$ cat src/rtl/seg7_pkg.sv
// Shared types and glyph table for the multiplexed 7-segment scanner.
// Glyphs are active-high, bit0 = segment a ... bit6 = segment g.
package seg7_pkg;

  typedef logic [3:0] nibble_t;
  typedef logic [6:0] digit_t;

  localparam digit_t SEG_GLYPH [16] = '{
    7'b0111111, 7'b0000110, 7'b1011011, 7'b1001111,
    7'b1100110, 7'b1101101, 7'b1111101, 7'b0000111,
    7'b1111111, 7'b1101111, 7'b1110111, 7'b1111100,
    7'b0111001, 7'b1011110, 7'b1111001, 7'b1110001
  };

  function automatic digit_t seg7_glyph(input nibble_t n);
    return SEG_GLYPH[n];
  endfunction

endpackage

$ cat src/rtl/seg7_scan_ctrl_if.sv
// Host-side load bus and board-side display pins of the scanner.
// master = confreg/host side, slave = the display controller.
interface seg7_scan_ctrl_if #(
  parameter int NUM_DIGITS   = 8,
  parameter int BRIGHT_WIDTH = 4
);

  logic                      load;
  logic [4*NUM_DIGITS-1:0]   data_in;
  logic [NUM_DIGITS-1:0]     dp_in;
  logic [NUM_DIGITS-1:0]     blank_in;
  logic                      lz_suppress;
  logic [BRIGHT_WIDTH-1:0]   brightness;
  logic [NUM_DIGITS-1:0]     an;
  logic [6:0]                seg;
  logic                      dp;
  logic                      frame_done;

  modport master (
    output load, data_in, dp_in, blank_in,
    output lz_suppress, brightness,
    input  an, seg, dp, frame_done
  );

  modport slave (
    input  load, data_in, dp_in, blank_in,
    input  lz_suppress, brightness,
    output an, seg, dp, frame_done
  );

endinterface

$ cat src/rtl/seg7_scan_timer.sv
// Slot prescaler and digit index; tick marks the last cycle of a frame,
// the same cycle in which the index is about to wrap back to 0.
module seg7_scan_timer #(
  parameter int NUM_DIGITS = 8,
  parameter int DIV_WIDTH  = 15,
  parameter int IW = (NUM_DIGITS > 1) ? $clog2(NUM_DIGITS) : 1
) (
  input  logic                 clk,
  input  logic                 reset,
  output logic [DIV_WIDTH-1:0] phase,
  output logic [IW-1:0]        idx,
  output logic                 tick
);

  logic [DIV_WIDTH-1:0] phase_q, phase_d;
  logic [IW-1:0]        idx_q, idx_d;
  logic                 slot_end;

  always_comb begin
    slot_end = &phase_q;
    tick     = slot_end && (idx_q == IW'(NUM_DIGITS - 1));
    phase_d  = phase_q + 1'b1;
    idx_d    = idx_q;
    if (slot_end) begin
      idx_d = tick ? '0 : idx_q + 1'b1;
    end
  end

  always_ff @(posedge clk) begin
    if (reset) begin
      phase_q <= '0;
      idx_q   <= '0;
    end else begin
      phase_q <= phase_d;
      idx_q   <= idx_d;
    end
  end

  assign phase = phase_q;
  assign idx   = idx_q;

endmodule

$ cat src/rtl/seg7_scan_ctrl.sv
// Multiplexed 7-segment controller: frame-boundary commit, leading-zero
// suppression, PWM brightness and anode guard time, registered pins.
module seg7_scan_ctrl
  import seg7_pkg::*;
#(
  parameter int NUM_DIGITS   = 8,
  parameter int DIV_WIDTH    = 15,
  parameter int BRIGHT_WIDTH = 4,
  parameter int GUARD_CYCLES = 2,
  parameter int ACTIVE_LOW   = 1
) (
  input logic             clk,
  input logic             reset,
  seg7_scan_ctrl_if.slave bus
);

  localparam int IW = (NUM_DIGITS > 1) ? $clog2(NUM_DIGITS) : 1;
  localparam int DW = 4 * NUM_DIGITS;
  localparam logic POL = (ACTIVE_LOW != 0);
  localparam logic [NUM_DIGITS-1:0] AN_OFF = {NUM_DIGITS{POL}};
  localparam logic [6:0] SEG_OFF = {7{POL}};

  logic [DIV_WIDTH-1:0]  phase;
  logic [IW-1:0]         idx;
  logic                  tick;

  logic [DW-1:0]         pend_data_q, pend_data_d;
  logic [NUM_DIGITS-1:0] pend_dp_q, pend_dp_d;
  logic [NUM_DIGITS-1:0] pend_blank_q, pend_blank_d;
  logic                  pend_valid_q, pend_valid_d;
  logic [DW-1:0]         act_data_q, act_data_d;
  logic [NUM_DIGITS-1:0] act_dp_q, act_dp_d;
  logic [NUM_DIGITS-1:0] act_mask_q, act_mask_d;
  logic [NUM_DIGITS-1:0] an_q, an_d;
  logic [6:0]            seg_q, seg_d;
  logic                  dp_q, dp_d;
  logic                  fd_q, fd_d;

  logic [NUM_DIGITS-1:0] lz_mask;
  logic                  zero_run;
  logic [NUM_DIGITS-1:0] sel_hot;
  nibble_t               sel_nib;
  logic                  sel_dp, sel_blank;
  logic [BRIGHT_WIDTH-1:0] duty_pos;
  logic                  pwm_on, enable;

  seg7_scan_timer #(
    .NUM_DIGITS (NUM_DIGITS),
    .DIV_WIDTH  (DIV_WIDTH),
    .IW         (IW)
  ) u_timer (
    .clk   (clk),
    .reset (reset),
    .phase (phase),
    .idx   (idx),
    .tick  (tick)
  );

  // A load in the commit cycle bypasses pending and is committed directly.
  always_comb begin
    pend_data_d  = bus.load ? bus.data_in  : pend_data_q;
    pend_dp_d    = bus.load ? bus.dp_in    : pend_dp_q;
    pend_blank_d = bus.load ? bus.blank_in : pend_blank_q;
    pend_valid_d = bus.load | pend_valid_q;
    act_data_d   = act_data_q;
    act_dp_d     = act_dp_q;
    act_mask_d   = act_mask_q;
    if (tick) begin
      pend_valid_d = 1'b0;
      if (bus.load | pend_valid_q) begin
        act_data_d = pend_data_d;
        act_dp_d   = pend_dp_d;
        act_mask_d = pend_blank_d | lz_mask;
      end
    end
  end

  always_comb begin
    zero_run = 1'b1;
    lz_mask  = '0;
    for (int i = NUM_DIGITS - 1; i >= 0; i--) begin
      zero_run = zero_run & (pend_data_d[4*i +: 4] == 4'h0);
      if (i > 0) lz_mask[i] = bus.lz_suppress & zero_run;
    end
  end

  always_comb begin
    sel_hot   = '0;
    sel_nib   = '0;
    sel_dp    = 1'b0;
    sel_blank = 1'b0;
    for (int i = 0; i < NUM_DIGITS; i++) begin
      if (idx == IW'(i)) begin
        sel_hot[i] = 1'b1;
        sel_nib    = act_data_q[4*i +: 4];
        sel_dp     = act_dp_q[i];
        sel_blank  = act_mask_q[i];
      end
    end
    duty_pos = phase[DIV_WIDTH-1 -: BRIGHT_WIDTH];
    pwm_on   = (&bus.brightness) | (duty_pos < bus.brightness);
    enable   = (phase >= DIV_WIDTH'(GUARD_CYCLES)) & pwm_on & ~sel_blank;
    an_d     = (enable ? sel_hot : '0) ^ AN_OFF;
    seg_d    = (enable ? seg7_glyph(sel_nib) : 7'h00) ^ SEG_OFF;
    dp_d     = (enable & sel_dp) ^ POL;
    fd_d     = tick;
  end

  always_ff @(posedge clk) begin
    if (reset) begin
      pend_data_q  <= '0;
      pend_dp_q    <= '0;
      pend_blank_q <= '0;
      pend_valid_q <= 1'b0;
      act_data_q   <= '0;
      act_dp_q     <= '0;
      act_mask_q   <= '0;
      an_q         <= AN_OFF;
      seg_q        <= SEG_OFF;
      dp_q         <= POL;
      fd_q         <= 1'b0;
    end else begin
      pend_data_q  <= pend_data_d;
      pend_dp_q    <= pend_dp_d;
      pend_blank_q <= pend_blank_d;
      pend_valid_q <= pend_valid_d;
      act_data_q   <= act_data_d;
      act_dp_q     <= act_dp_d;
      act_mask_q   <= act_mask_d;
      an_q         <= an_d;
      seg_q        <= seg_d;
      dp_q         <= dp_d;
      fd_q         <= fd_d;
    end
  end

  assign bus.an         = an_q;
  assign bus.seg        = seg_q;
  assign bus.dp         = dp_q;
  assign bus.frame_done = fd_q;

endmodule

$ cat src/flat_wrapper.sv
// flat-port wrapper written by rule: the top's interface ports become plain ports
module seg7_scan_ctrl_flat import seg7_pkg::*;
#(
  parameter int NUM_DIGITS   = 8,
  parameter int DIV_WIDTH    = 15,
  parameter int BRIGHT_WIDTH = 4,
  parameter int GUARD_CYCLES = 2,
  parameter int ACTIVE_LOW   = 1
)
  (clk, reset, bus_load, bus_data_in, bus_dp_in, bus_blank_in, bus_lz_suppress, bus_brightness, bus_an, bus_seg, bus_dp, bus_frame_done);
  seg7_scan_ctrl_if #(.NUM_DIGITS(NUM_DIGITS), .BRIGHT_WIDTH(BRIGHT_WIDTH)) bus_i ();
  input logic clk;
  input logic reset;
  input wire logic [$bits(bus_i.load)-1:0] bus_load;
  input wire logic [$bits(bus_i.data_in)-1:0] bus_data_in;
  input wire logic [$bits(bus_i.dp_in)-1:0] bus_dp_in;
  input wire logic [$bits(bus_i.blank_in)-1:0] bus_blank_in;
  input wire logic [$bits(bus_i.lz_suppress)-1:0] bus_lz_suppress;
  input wire logic [$bits(bus_i.brightness)-1:0] bus_brightness;
  output wire logic [$bits(bus_i.an)-1:0] bus_an;
  output wire logic [$bits(bus_i.seg)-1:0] bus_seg;
  output wire logic [$bits(bus_i.dp)-1:0] bus_dp;
  output wire logic [$bits(bus_i.frame_done)-1:0] bus_frame_done;
  assign bus_i.load = bus_load;
  assign bus_i.data_in = bus_data_in;
  assign bus_i.dp_in = bus_dp_in;
  assign bus_i.blank_in = bus_blank_in;
  assign bus_i.lz_suppress = bus_lz_suppress;
  assign bus_i.brightness = bus_brightness;
  assign bus_an = bus_i.an;
  assign bus_seg = bus_i.seg;
  assign bus_dp = bus_i.dp;
  assign bus_frame_done = bus_i.frame_done;
  seg7_scan_ctrl #(.NUM_DIGITS(NUM_DIGITS), .DIV_WIDTH(DIV_WIDTH), .BRIGHT_WIDTH(BRIGHT_WIDTH), .GUARD_CYCLES(GUARD_CYCLES), .ACTIVE_LOW(ACTIVE_LOW)) u_core (.clk(clk), .reset(reset), .bus(bus_i));
endmodule
$ cat config.mk
export PLATFORM = sky130hd
export DESIGN_NAME = seg7_scan_ctrl_flat
export DESIGN_NICKNAME = d
export VERILOG_FILES = /design/src/rtl/seg7_pkg.sv /design/src/rtl/seg7_scan_ctrl_if.sv /design/src/rtl/seg7_scan_timer.sv /design/src/rtl/seg7_scan_ctrl.sv /design/src/flat_wrapper.sv
export SDC_FILE = /design/constraint.sdc
export NUM_CORES = 1
export LEC_CHECK = 0
export BUFFER_PORTS_ARGS = -buffer_cell sky130_fd_sc_hd__buf_2
export CAP_MARGIN = 15
export CORE_MARGIN = 2
export CORE_UTILIZATION = 25
export DETAILED_ROUTE_END_ITERATION = 8
export PLACE_DENSITY = 0.41
export SYNTH_ARGS = -nofsm -noshare
export SYNTH_HDL_FRONTEND = slang
export SYNTH_SLANG_ARGS = --single-unit
export TNS_END_PERCENT = 100
$ cat constraint.sdc
create_clock -name clk -period 3.5 [get_ports clk]
set_input_delay 0.175 -clock clk [delete_from_list [all_inputs] [get_ports clk]]
set_output_delay 0.175 -clock clk [all_outputs]
set_load 0.01 [all_outputs]
### Word level (Yosys, flattened, before mapping)

Memory sizes are Yosys's and may differ from the RTL's.
Cells that the tools add are included.

| cells by class | value |
|---|---|
| add/subtract/negate cells | 2 |
| order comparisons | 3 |
| eq/ne operators | 7 |
| multiplexer cells | 40 |
| bitwise gates (word level) | 24 |
| reduce and logical (&&, ||, !) cells | 13 |

Operators with widths:

| cell | number |
|---|---|
| 32-bit two-way mux | 1 |
| 4-bit two-way mux | 8 |
| 4-bit zero test | 7 |
| 1-bit two-way mux | 24 |
| 8-bit two-way mux | 3 |
| 7-bit two-way mux | 3 |
| 1-bit bitwise AND | 16 |
| 15-bit by 1-bit adder with 15-bit output, second input constant | 1 |
| 15-bit by 2-bit greater-or-equal comparator with 1-bit output, second input constant | 1 |
| 15-bit AND reduction | 1 |
| 3-bit == test, second input constant | 4 |
| 8-bit NOT | 1 |
| 8-bit OR | 1 |
| 7-bit NOT | 1 |
| 3-bit by 2-bit == test with 1-bit output, second input constant | 2 |
| 5-bit greater-or-equal comparator, second input constant | 1 |
| 4-bit NOT with 5-bit output | 1 |
| 4-bit < comparator | 1 |
| 4-bit AND reduction | 1 |
| 3-bit by 1-bit adder with 3-bit output, second input constant | 1 |
| 3-bit by 1-bit == test with 1-bit output, second input constant | 1 |
| 3-bit zero test | 1 |
| 3-bit two-way mux | 1 |
| 1-bit NOT | 2 |
| other kinds (4) | 5 |

| word-level totals | value |
|---|---|
| register bits after elaboration | 132 |
| ROM bits | 112 |
| word-level logic and storage cells | 103 |
| memories kept | 1 |

Memory list:

| name | words | width | read ports | clocked after Yosys merged registers in | write ports | RTL line | text |
|---|---|---|---|---|---|---|---|
| (name not given) | 16 | 7 | 1 | 0 | 0 | seg7_pkg.sv:16 | `return SEG_GLYPH[n];` |

### Logic depth before layout (Yosys ltp)

| logic depth | value |
|---|---|
| depth in word-level cells | 15 |
| gate-level depth with buffers | 14 |
| gate-level depth less buffers | 12 |

### Cells and area by module

Synthesis repeated with hierarchy kept, for this count alone.

| second synthesis, totals | value |
|---|---|
| cells, all modules | 598 |
| area, all modules | 5793.1 sq um |

Modules (own cells, without submodules):

| module | instances | cells an instance | area an instance (sq um) | seq. area each (sq um) |
|---|---|---|---|---|
| seg7_scan_ctrl | 1 | 501 | 4890.9 | 2282.2 |
| seg7_scan_timer | 1 | 97 | 902.1 | 360.3 |

### Worst setup path after synthesis

Ideal clock, no wire load.

| timing | value |
|---|---|
| path type | reg2reg |
| start point | register u_core.u_timer.idx_q[2], in the netlist u_core.u_timer.idx[2] |
| end point | register u_core.seg_q[5], in the netlist u_core.bus.seg[5] |
| setup time | 129 ps |
| data arrival time | 3034 ps |
| data required time | 3371 ps |
| setup slack | 337 ps |
| cell stages (with the launch flop) | 15 |
| cells stage by stage | dfxtp_1 > clkbuf_1 > inv_1 > ha_1 > clkbuf_1 > or2_2 > a21oi_1 > a31oi_1 > o311a_1 > o21ai_0 > inv_1 > ha_1 > mux2_2 > nand2_1 > o211ai_1 |

| between the ends | value |
|---|---|
| longest elaborated chain between the ends | 15 |
| elaborated cells between the ends (all ways) | 32 |
| classes of those cells | eq/ne (7); mux (19); bitwise (4); reduce/logical (1); memory (1) |

Ends and longest elaborated chain:

| item | RTL line | text |
|---|---|---|
| start, declared | seg7_scan_timer.sv:16 | `logic [IW-1:0] idx_q, idx_d;` |
| start signal, assigned | seg7_scan_timer.sv:35 | `idx_q <= idx_d;` |
| 3-bit zero test | seg7_scan_ctrl.sv:93 | `if (idx == IW'(i)) begin` |
| 4-bit two-way mux (8 in series) | seg7_scan_ctrl.sv:93 |  |
| 4-bit NOT with 5-bit output (not written as such) | seg7_pkg.sv:16 |  |
| memory read 16 x 7 bit | - |  |
| 7-bit two-way mux (not written as such) (2 in series) | seg7_pkg.sv:16 |  |
| 7-bit two-way mux (*) | seg7_scan_ctrl.sv:104 | `seg_d = (enable ? seg7_glyph(sel_nib) : 7'h00) ^ SEG_OFF;` |
| 7-bit NOT (no line) (*) | - |  |
| end signal, assigned | seg7_scan_ctrl.sv:131 | `seg_q <= seg_d;` |
| end, declared | seg7_scan_ctrl.sv:35 | `logic [6:0] seg_q, seg_d;` |

Mark *: on every way between the ends. The rest lies on a longest branch, timed or not. The select of a mux whose other input is x is not followed.
A chain may end at the register's enable or synchronous reset.

### Worst setup path in the final report

| timing | value |
|---|---|
| start point | register u_core.u_timer.idx_q[0], in the netlist u_core.u_timer.idx[0] |
| end point | register u_core.seg_q[5], in the netlist u_core.bus.seg[5] |

Same word-level chain as after synthesis.

==> run summary <==
Ys flop type - dfxtp_1
Peak supply drop - 0.277 mV
Yosys top cell by area - dfxtp_1
Crit path max fanout - 18
Switching share of total power - 21.6%
Placeable Area - 22500 sq um
Compound-Gate Fraction of Synth Area - 14.7%
Vias - 4695
Synth Net Count - 706
Detailed Route WL - 15.0 mm
Post-CTS Resized - 0
Netlist Area Pre-Place - 5710 sq um
Detailed Route Iter0 Violations - 293
Clock tree buffer depth - 2
Type of the tightest min-delay check - primary input to register
Post-synthesis sequential area ratio - 46.3%
Final WS setup - 404 ps
Clock group share of total power - 51.4%
RSZ-0062 raised after global routing - false
Initial core utilization - 25.4%
Die width - 155 um
Number of global-route vias before repair - 4627
Clock slew at reported path FFs - 60 ps
Post-synthesis xor/xnor area fraction - 1.69%
Max Freq - 323 MHz
Element type at the critical path start - register
Gate power share - 5.9%
RePlAce Congestion - 0.818
Pwr per Cell Area - 528 nW/um^2
Fin. max-slew vios - 0
Antenna Nets Post-Route - 0
GRT Overall Usage - 12.9%
Final hold vios - 0
Cts hold-fix bufs - 0
Area growth syn-to-layout - 22.0%
Vias per cell - 4.74
Setup Buffers After CTS - 0
Die H - 155 um
Pint - 0.00288 W
Clock sink count - 132
Skew-Pair Late Insertion Delay - 420 ps
#FFs+latches synth - 132
TritonRoute pass-1 iters - 4
Crit path capture type - register
Syn Area/Cell - 9.01 sq um
I/O Pins - 73
Final TNS setup - 0 ps
Fin crit period - 3100 ps
Mux share of post-synthesis cell area - 9.74%
Tightest Pin Transition - 767 ps
Crit Path Category - register to register
Tcrit/Tclk final - 88.4%
Pre-CTS setup slack - 434 ps
Worst Path Arrival - 3390 ps
Seq pwr share - 42.7%
Total gr overflow - 0
Ys Warns - 0
Synth async-reset ratio - 0%
Ant diodes - 0
Status - complete, no violations
Final HPWL DP - 10.9 mm
# rows - 55
Htree depth - 4
Largest net degree at the start of global routing - 60
Final setup viols - 0
Adder-cell share of the synthesized area - 3.73%
Max-slew headroom - 48.3%
MaxCap Viol Count - 0
Share of the synthesized area in the top cell type - 46.3%
Largest family of logic cells by synthesized area - simple AND/OR/NAND/NOR gates
Sw power - 0.000793 W
Worst path required time - 3790 ps
Simple-Gate Fraction of Synth Area - 19.0%
Syn Inst Count - 633
Dominant cells by area after synthesis - dfxtp_1 (46%), mux2i_1 (8.9%), nor2_1 (7.9%)
Wire length per cell - 15.1 um
Root buffer cell - clkbuf_16
DRC - 0
Number of flops mapped to enable cells by yosys - 0
First-pass GRT wire length - 24.1 mm
Fin Clk Skew - 6.47 ps
Port Buffers - 72
TritonCTS buffer count - 17
Post-synthesis cell type count - 58
Die area - 24000 sq um
Nets - 766
Layout cell share with drive strength beyond 1 - 18.0%
CTS tree - yes
Number of antenna violations at the first check in global routing - 1
Leakage - 2.69 nW
==> synth_stat cells, drive strengths merged (2+ instances only) <==
cell type and instances:
o211ai 3, or2 2, a221o 4, mux2 4, o221ai 2, nand3b 4, ha 17, a211oi 45
nor2 120, nand3 12, nor4 10, nand4 6, nand2 38, nor2b 9, a21oi 20, xor2 7
o22ai 3, buf 25, a31oi 3, o311ai 2, a221oi 3, xnor2 4, o21ai 18, o21bai 2
or3 4, and2 4, or4 3, nor3b 3, clkbuf 20, mux2i 51, and3 5, inv 18
a22oi 3, dfxtp 132, nor3 12
==> per-stage QoR <==
stage	instances	total power, W	cell area [sq um]	utilization (%)	hold WS [ps]
2_1_floorplan	633	0.00173	5710	-	335
3_3_place_gp	959	0.00182	6330	28.1	439
3_5_place_dp	959	0.00182	6330	28.1	457
4_1_cts	991	0.00373	6960	30.9	12.3
5_1_grt	991	0.00383	6960	30.9	37.6
6_report	991	0.00367	6960	30.9	20.2
==> path summary, 6_finish.rpt <==
check	from	end	slack [ps]	cells after the start
setup / recovery	u_core.u_timer.idx[0]	u_core.bus.seg[5]	400	11
hold / removal	bus_dp_in[5]	u_core.pend_dp_q[5]	20	3
setup reg to reg	u_core.u_timer.idx[0]	u_core.bus.seg[5]	400	11
hold reg to reg	u_core.u_timer.phase[0]	u_core.u_timer.phase[0]	460	1
==> layout by cell type, fill, tap and decap left out, types with 3 or more instances in the layout <==
cell       synthesis  final
dfxtp_1          132    132
nor2_1           120    120
buf_2             17     70
mux2i_1           51     51
a211oi_1          43     43
nand2_1           38     38
a21oi_1           20     20
inv_1             18     18
o21ai_0           18     18
ha_1              17     17
clkbuf_16          0     17
buf_4              1     16
nand3_1           12     12
nor3_1            11     11
nor4_1            10     10
nor2b_1            9      9
xor2_1             7      7
nand4_1            5      5
and3_1             5      5
nand3b_1           4      4
a221o_1            4      4
and2_1             4      4
xnor2_1            4      4
mux2_2             4      4
bufinv_16          0      4
a31oi_1            3      3
a221oi_1           3      3
nor3b_1            3      3
o22ai_1            3      3
or4_1              3      3
a22oi_1            3      3
o211ai_1           3      3
or3_1              3      3
clkbuf_1          20      3
clkbuf_8           0      3
clkinv_2           0      3
==> flip-flops by register name, summed over array words and instances (netlist names) <==
register	flops
u_core.pend_valid_q	1
u_core.bus.frame_done	1
u_core.bus.seg	7
u_core.u_timer.idx	3
u_core.pend_data_q	32
u_core.pend_blank_q	8
u_core.act_mask_q	8
u_core.bus.an	8
u_core.act_data_q	32
u_core.pend_dp_q	8
u_core.u_timer.phase	15
u_core.bus.dp	1
u_core.act_dp_q	8
==> worst max-delay path, stage by stage, from the launching register on <==
cell and delay, ps:
dfxtp_1 380, inv_1 90, ha_1 400, a221oi_1 300, o311ai_0 190, a221o_1 350, o21ai_0 300, inv_1 200
ha_1 310, mux2_2 290, nand2_1 70, o211ai_1 90
==> kinds of logic (layout without fill, tap and decap cells) <==
logic type               Yosys count  in the layout
AND/OR/NAND/NOR                  235            235
buffers and inverters             64            137
flip-flops                       132            132
adder cells (fa/ha/maj)           17             17
AO/OA/AOI/OAI                    119            119
XOR/XNOR                          11             11
multiplexers                      55             55
==> layer usage <==
metal  global-route usage [%]  vias up  share of wire [%]
met2                     21.1       95                 47
li1                         -     2354                  -
met4                     5.03        2                1.7
met1                     15.9     2222                 46
met5                        0        -              0.073
met3                     4.12       22                5.3
==> layout make-up <==
| class | count | area (sq um) |
|---|---|---|
| clock inverter | 9 | 150 |
| inverter | 19 | 71.3 |
| timing repair buffer | 86 | 470 |
| tap | 285 | 357 |
| fill | 2339 | 15500 |
| clock buffer | 23 | 478 |
| sequential | 132 | 2640 |
| multi-input combinational | 437 | 2790 |
==> power groups by stage <==
stage	clock, W	sequential (W)	combinational (W)
after floorplan	0	0.00160	0.000127
after global placement	0	0.00160	0.000216
after detailed placement	0	0.00160	0.000220
after CTS	0.00194	0.00157	0.000221
after global routing	0.00201	0.00157	0.000242
final	0.00189	0.00157	0.000216
No activity file was read; power rests on OpenSTA's default activity.
